<file path="config.mk">
export PLATFORM = sky130hd
export DESIGN_NAME = updown_mod_counter_flat
export DESIGN_NICKNAME = d
export VERILOG_FILES = /design/src/rtl/counter_pkg.sv /design/src/rtl/updown_mod_counter_if.sv /design/src/rtl/tick_prescaler.sv /design/src/rtl/updown_mod_counter.sv /design/src/flat_wrapper.sv
export SDC_FILE = /design/constraint.sdc
export NUM_CORES = 1
export LEC_CHECK = 0
export BUFFER_PORTS_ARGS = -buffer_cell sky130_fd_sc_hd__buf_2
export CAP_MARGIN = 30
export CORE_MARGIN = 5
export CORE_UTILIZATION = 50
export CTS_CLUSTER_SIZE = 25
export DETAILED_ROUTE_END_ITERATION = 10
export PLACE_DENSITY = 0.8
export SYNTH_ARGS = -nofsm -noshare
export SYNTH_HDL_FRONTEND = slang
export SYNTH_SLANG_ARGS = --single-unit
</file>
<file path="constraint.sdc">
create_clock -name Clock -period 1.95 [get_ports Clock]
set_input_delay 0.2925 -clock Clock [delete_from_list [all_inputs] [get_ports Clock]]
set_output_delay 0.2925 -clock Clock [all_outputs]
set_load 0.01 [all_outputs]
</file>
<file path="src/rtl/counter_pkg.sv">
// Shared encodings and elaboration-time helpers for the modulo counter family.
package counter_pkg;

  localparam int CNT_WRAP = 0;
  localparam int CNT_SAT  = 1;

  function automatic bit params_ok(input int width, input int max, input int prescale,
                                   input int saturate);
    longint unsigned top;
    top = (longint'(1) << width) - 1;
    return (width >= 1) && (max >= 1) && (longint'(max) <= top) && (prescale >= 1) &&
           ((saturate == CNT_WRAP) || (saturate == CNT_SAT));
  endfunction

  function automatic int prescale_bits(input int prescale);
    return (prescale > 2) ? $clog2(prescale) : 1;
  endfunction

endpackage

</file>
<file path="src/rtl/updown_mod_counter_if.sv">
// Control and status bundle for updown_mod_counter.
interface updown_mod_counter_if #(
  parameter int WIDTH = 8
);
  logic             En;
  logic             Up;
  logic             Load;
  logic [WIDTH-1:0] LoadValue;
  logic [WIDTH-1:0] Count;
  logic             Tc;

  modport master (output En, Up, Load, LoadValue, input Count, Tc);
  modport slave  (input En, Up, Load, LoadValue, output Count, Tc);
endinterface

</file>
<file path="src/rtl/tick_prescaler.sv">
// Divides enabled cycles by PRESCALE; Tick is a combinational step strobe.
module tick_prescaler
  import counter_pkg::*;
#(
  parameter int PRESCALE = 1
) (
  input  logic Clock,
  input  logic Resetn,
  input  logic Clear,
  input  logic En,
  output logic Tick
);

  if (PRESCALE == 1) begin : g_bypass
    logic unused_inputs;
    assign unused_inputs = ^{Clock, Resetn, Clear};
    assign Tick = En;
  end else begin : g_div
    localparam int PW = prescale_bits(PRESCALE);
    localparam logic [PW-1:0] LAST = PW'(PRESCALE - 1);

    logic [PW-1:0] cnt;

    always_ff @(posedge Clock) begin
      if (!Resetn || Clear) begin
        cnt <= '0;
      end else if (En) begin
        cnt <= (cnt == LAST) ? '0 : cnt + 1'b1;
      end
    end

    assign Tick = En && (cnt == LAST);
  end

endmodule

</file>
<file path="src/rtl/updown_mod_counter.sv">
// Up/down modulo counter with load, wrap-or-saturate bounds and registered Tc pulse.
module updown_mod_counter
  import counter_pkg::*;
#(
  parameter int WIDTH    = 8,
  parameter int MAX      = 255,
  parameter int PRESCALE = 1,
  parameter int SATURATE = CNT_WRAP
) (
  input logic                  Clock,
  input logic                  Resetn,
  updown_mod_counter_if.slave  bus
);

  if (!params_ok(WIDTH, MAX, PRESCALE, SATURATE)) begin : g_bad_params
    $error("updown_mod_counter: illegal WIDTH/MAX/PRESCALE/SATURATE combination");
  end

  localparam logic [WIDTH-1:0] MAX_V = WIDTH'(MAX);

  logic             step;
  logic             at_bound;
  logic [WIDTH-1:0] count_q;
  logic [WIDTH-1:0] count_d;
  logic [WIDTH-1:0] load_sat;
  logic             tc_q;
  logic             tc_d;

  tick_prescaler #(.PRESCALE(PRESCALE)) u_prescaler (
    .Clock  (Clock),
    .Resetn (Resetn),
    .Clear  (bus.Load),
    .En     (bus.En),
    .Tick   (step)
  );

  assign at_bound = bus.Up ? (count_q == MAX_V) : (count_q == '0);
  assign load_sat = (bus.LoadValue > MAX_V) ? MAX_V : bus.LoadValue;

  // Load outranks a coincident step, so no Tc is produced on a load cycle.
  always_comb begin
    count_d = count_q;
    tc_d    = 1'b0;
    if (bus.Load) begin
      count_d = load_sat;
    end else if (step) begin
      tc_d = at_bound;
      if (!at_bound) begin
        count_d = bus.Up ? count_q + 1'b1 : count_q - 1'b1;
      end else if (SATURATE == CNT_WRAP) begin
        count_d = bus.Up ? '0 : MAX_V;
      end
    end
  end

  always_ff @(posedge Clock) begin
    if (!Resetn) begin
      count_q <= '0;
      tc_q    <= 1'b0;
    end else begin
      count_q <= count_d;
      tc_q    <= tc_d;
    end
  end

  assign bus.Count = count_q;
  assign bus.Tc    = tc_q;

endmodule

</file>
<file path="src/flat_wrapper.sv">
// flat-port wrapper written by rule: the top's interface ports become plain ports
module updown_mod_counter_flat import counter_pkg::*;
#(
  parameter int WIDTH    = 8,
  parameter int MAX      = 255,
  parameter int PRESCALE = 1,
  parameter int SATURATE = CNT_WRAP
)
  (Clock, Resetn, bus_En, bus_Up, bus_Load, bus_LoadValue, bus_Count, bus_Tc);
  updown_mod_counter_if #(.WIDTH(WIDTH)) bus_i ();
  input logic Clock;
  input logic Resetn;
  input wire logic [$bits(bus_i.En)-1:0] bus_En;
  input wire logic [$bits(bus_i.Up)-1:0] bus_Up;
  input wire logic [$bits(bus_i.Load)-1:0] bus_Load;
  input wire logic [$bits(bus_i.LoadValue)-1:0] bus_LoadValue;
  output wire logic [$bits(bus_i.Count)-1:0] bus_Count;
  output wire logic [$bits(bus_i.Tc)-1:0] bus_Tc;
  assign bus_i.En = bus_En;
  assign bus_i.Up = bus_Up;
  assign bus_i.Load = bus_Load;
  assign bus_i.LoadValue = bus_LoadValue;
  assign bus_Count = bus_i.Count;
  assign bus_Tc = bus_i.Tc;
  updown_mod_counter #(.WIDTH(WIDTH), .MAX(MAX), .PRESCALE(PRESCALE), .SATURATE(SATURATE)) u_core (.Clock(Clock), .Resetn(Resetn), .bus(bus_i));
endmodule
</file>
# --- After elaboration in Yosys (flattened, before gate mapping) ---
# Cells that the tools add are included.
word_totals:
  ff_bits: 9
  word_cells: 18
classes:
  addsub: 2
  order_cmp: 1
  eq_ne: 1
  muxes: 7
  n_bitwise: 2
  n_reduce_logical: 3
ops:
  columns: ["cell", "count"]
  rows:
  - ["$mux W8", 6]
  - ["$add A8 B1 Y8 const B", 1]
  - ["$eq A8 B8 Y1 const B", 1]
  - ["$gt A8 B8 Y1 const B", 1]
  - ["$logic_not A8 Y1", 1]
  - ["$sub A8 B1 Y8 const B", 1]
  - ["$reduce_or A3 Y1", 1]
  - ["$not A1 Y1", 2]
  - ["$reduce_bool A2 Y1", 1]
  - ["$mux W1", 1]

# --- Logic depth before layout (Yosys ltp) ---
depth:
  word_depth: 5
  depth_mapped: 7

# --- By module ---
# A second synthesis with hierarchy kept.
unflattened:
  hier_cells: 93
  hier_area_um2: 743.2
by_module_without_submodules:
  columns: ["mod", "instances", "cells_per_inst", "area_each_um2", "seq_area_each_um2"]
  rows:
  - ["updown_mod_counter", 1, 92, 735.7, 180.2]
  - ["tick_prescaler", 1, 1, 7.5, 0.0]

# --- Least setup slack after synthesis ---
# OpenSTA, ideal clock, no wires.
synth_path:
  kind: "register to register"
  startpoint: "reg u_core.count_q[1] (netlist: u_core.bus.Count[1])"
  endpoint: "reg u_core.count_q[7] (netlist: u_core.bus.Count[7])"
  setup_time_ns: 0.133
  arrival_time_ns: 1.540
  t_required_ns: 1.817
  path_slack_ns: 0.277
  path_stages_with_launch: 7
  path_buffers: 0
  synth_period_minus_slack_ns: 1.673
  path_cell_list: "dfxtp_1 ha_1 a211oi_1 o211ai_1 o211ai_1 mux2i_1 o21ai_1"
synth_between:
  elab_chain_cells: 5
  word_cells_on_any_way: 9
synth_rtl:
  columns: ["element", "line", "source"]
  rows:
  - ["start: declaration", "updown_mod_counter.sv:23", "logic [WIDTH-1:0] count_q;"]
  - ["start signal: assignment", "updown_mod_counter.sv:61", "count_q <= count_d;"]
  - ["$sub A8 B1 Y8 (tied with other cells)", "updown_mod_counter.sv:49", "count_d = bus.Up ? count_q + 1'b1 : count_q - 1'b1;"]
  - ["$mux W8 / $mux W1 (equally long branches)", "updown_mod_counter.sv:49, updown_mod_counter.sv:37", null]
  - ["$mux W8 *", "updown_mod_counter.sv:48", "if (!at_bound) begin"]
  - ["$mux W8 *", "updown_mod_counter.sv:46", "end else if (step) begin"]
  - ["$mux W8 *", "updown_mod_counter.sv:44", "if (bus.Load) begin"]
# Every way passes the cells marked *; elsewhere a longest branch is shown, timed or not. The select of a mux whose other input is x is not followed.
# A chain may end at the register's enable or synchronous reset.

# --- Final worst setup path ---
# Ends and elaborated chain as after synthesis.

==> run_results.csv <==
group,metric,value,unit
run_status,status,"finished, final reports clean",
grt,grt_overflow,0,
flow_run,maxCapViolations,0,
power_and_ir_drop,peakVddDrop,0.3369,mV
grt,grt_max_degree,20,
layout,fillers,137,
timing,hold_viol,0,
clock_tree,clock_path_buffers,2,
logic_synthesis,synth-seq-cells,9,
timing,grt_setup_unrepaired,"false",
layout,drive_gt1_frac,0.2542,
drt,drc,0,
drt,drt-initial-drc-count,31,
clock_tree,hold_buffers,0,
timing,timing.final.crit_share,0.9195,
setup_path,worstPathMaxFanout,6,
logic_synthesis,ys.warnings.count,0,
logic_synthesis,async_flop_share,0,
floorplan,initial_core_util,0.5162,
power_and_ir_drop,p_per_area,677.0,mW/mm^2
logic_synthesis,syn-instance-count,95,
logic_synthesis,synthMuxAreaShare,0.02801,
logic_synthesis,seq_area_frac_synth,0.2372,
layout,layout_common_cells,"buf_2, a21oi_1, dfxtp_1, nand2_1, nand2b_1",
logic_synthesis,netlist_area,759.5,sq um
clock_tree,clock-root-buffer,"clkbuf_4",
timing,slew_headroom,0.6383,
logic_synthesis,syn_nets,115,
layout,final_nets,139,
layout,area_growth,19.44,%
placement,numPortBuffers,21,
clock_tree,ctsResizeCount,0,
placement,placed_area,880.8,sq um
grt,grt_pass1_wl,3422,microns
clock_tree,htreeDepth,1,
clock_tree,post_cts_buffers,0,
setup_path,critical_path_class,"register to register",
layout,final_area,907.1,sq um
power_and_ir_drop,power.leakage,0.4298,nW
timing,finalMaxSlewViolations,0,
floorplan,row_count,14,
timing,fmax,557.7,MHz
placement,place_hpwl,1532,microns
drt,drt_wl_total,2015,microns
grt,grt_pass1_vias,775,
layout,diodes,0,
clock_tree,cts_sinks,9,
floorplan,core_area,0.001471,sq mm
logic_synthesis,ys.flop_type,"dfxtp_1",
clock_tree,clkLatencyLatePin,0.27,ns
placement,place_congestion,0.8645,
grt,antenna_found_initial,0,
logic_synthesis,synth-compound-area-share,0.2554,
logic_synthesis,synth_fa_ha_area_frac,0.1252,
timing,setup_violations,0,
logic_synthesis,synth_edf_count,0,
clock_tree,cts_tree,"yes",
floorplan,dieWidth,48.98,microns
drt,ant_nets,0,
setup_path,required,2.09,ns
logic_synthesis,synthXorXnorAreaFrac,0.05766,
timing,fin_skew,0.007016,ns
setup_path,end_kind,"register",
drt,vias,825,
grt,grt_use_total,0.1790,
floorplan,die_y,48.98,microns
drt,routedWlPerCell,15.04,microns
setup_path,startpoint_type,"register",
layout,layout_commonest_cell,"buf_2",
logic_synthesis,yosys.area_share.simple,0.2521,
floorplan,dieArea,0.002399,sq mm
min_path,hp-class,"input pin to register",
floorplan,num_io_pins,22,
timing,worst_pin_slew,0.5357,ns
timing,finalCriticalPeriod,1.793,ns
clock_tree,numCtsBuffers,3,
drt,viasPerCell,6.157,
clock_tree,clk_pin_slew_worst_paths,0.07,ns
logic_synthesis,synth.distinct_cells,32,
setup_path,critPathArrivalTime,1.94,ns
logic_synthesis,avgSynthCellArea,7.995,sq um
drt,firstDrtPassIters,6,
timing,tns,0,ns
logic_synthesis,synth_top_family_by_area,"compound AO/OA/AOI/OAI gates",
-- path summary, 6_finish.rpt --
path / start / to / slack (ns) / depth (start not counted)
max reg2reg: u_core.bus.Count[1] / u_core.bus.Count[7] / 0.16 / 6
max: u_core.bus.Count[1] / u_core.bus.Count[7] / 0.16 / 6
min: bus_LoadValue[0] / u_core.bus.Count[0] / 0.34 / 4
min reg2reg: u_core.bus.Count[6] / u_core.bus.Count[6] / 0.65 / 2
-- worst max-delay path: stages, from the launching register on --
cell	delay (ns)
dfxtp_1	0.45
ha_1	0.29
a211oi_1	0.36
o211ai_1	0.15
o211ai_1	0.14
mux2i_1	0.20
o21ai_1	0.08
-- kinds of logic (layout without fill, tap and decap cells) --
group / Yosys count / in the layout
buffers and inverters: 7 / 30
AOI/OAI and AO/OA: 30 / 30
and+or+nand+nor: 35 / 35
xor gates and xnor gates: 5 / 5
muxes: 2 / 2
DFF: 9 / 9
adders and majority gates: 7 / 7
-- where the power goes --
part	switching (mW)	total, mW	internal, mW
Clock	0.0785	0.158	0.0794
Combinational	0.124	0.228	0.105
Sequential	0.0259	0.228	0.202
Total	0.228	0.614	0.386
-- layer usage --
metal,track usage,part of all wire,up-vias
li1,-,-,403
met1,0.2111,0.40,369
met2,0.2957,0.48,43
met3,0.04281,0.084,10
met4,0.09417,0.033,0
met5,0,0,-
-- cell usage after synthesis (all sizes together) (3+ instances only) --
library cell  number  area (sq um)
a21oi             11         55.05
dfxtp              9         180.2
nand2              8         30.03
nand2b             7         43.79
ha                 6         75.07
nand3              6         30.03
o311ai             6         52.55
o21ai              5         25.02
clkbuf             4         15.01
nor2               4         15.01
o211ai             4         30.03
xor2               3         26.28
-- registers in the layout (all words and copies together) (netlist names) --
name	count
u_core.bus.Count	8
u_core.bus.Tc	1
-- area by class of cell --
type | count | area (sq um) | share of cell area
timing repair buffer | 24 | 127.6 | 0.1407
multi-input combinational | 79 | 545.5 | 0.6014
sequential | 9 | 180.2 | 0.1986
tap | 16 | 20.02 | 0.02207
clock buffer | 4 | 26.28 | 0.02897
inverter | 2 | 7.507 | 0.008276
-- per-stage QoR --
step,setup WS (ns),utilization,hold WS [ns],cells,total power [mW]
6_report,0.1570,0.6165,0.3358,134,0.6141
4_1_cts,0.1625,0.6165,0.3403,134,0.6105
3_3_place_gp,0.07153,0.5986,0.6023,130,0.4486
2_1_floorplan,0.2770,-,0.4804,95,0.3852
3_5_place_dp,0.004620,0.5986,0.6164,130,0.4564
5_1_grt,0.03481,0.6165,0.3636,134,0.6547
(Power assumes the default switching activity.)
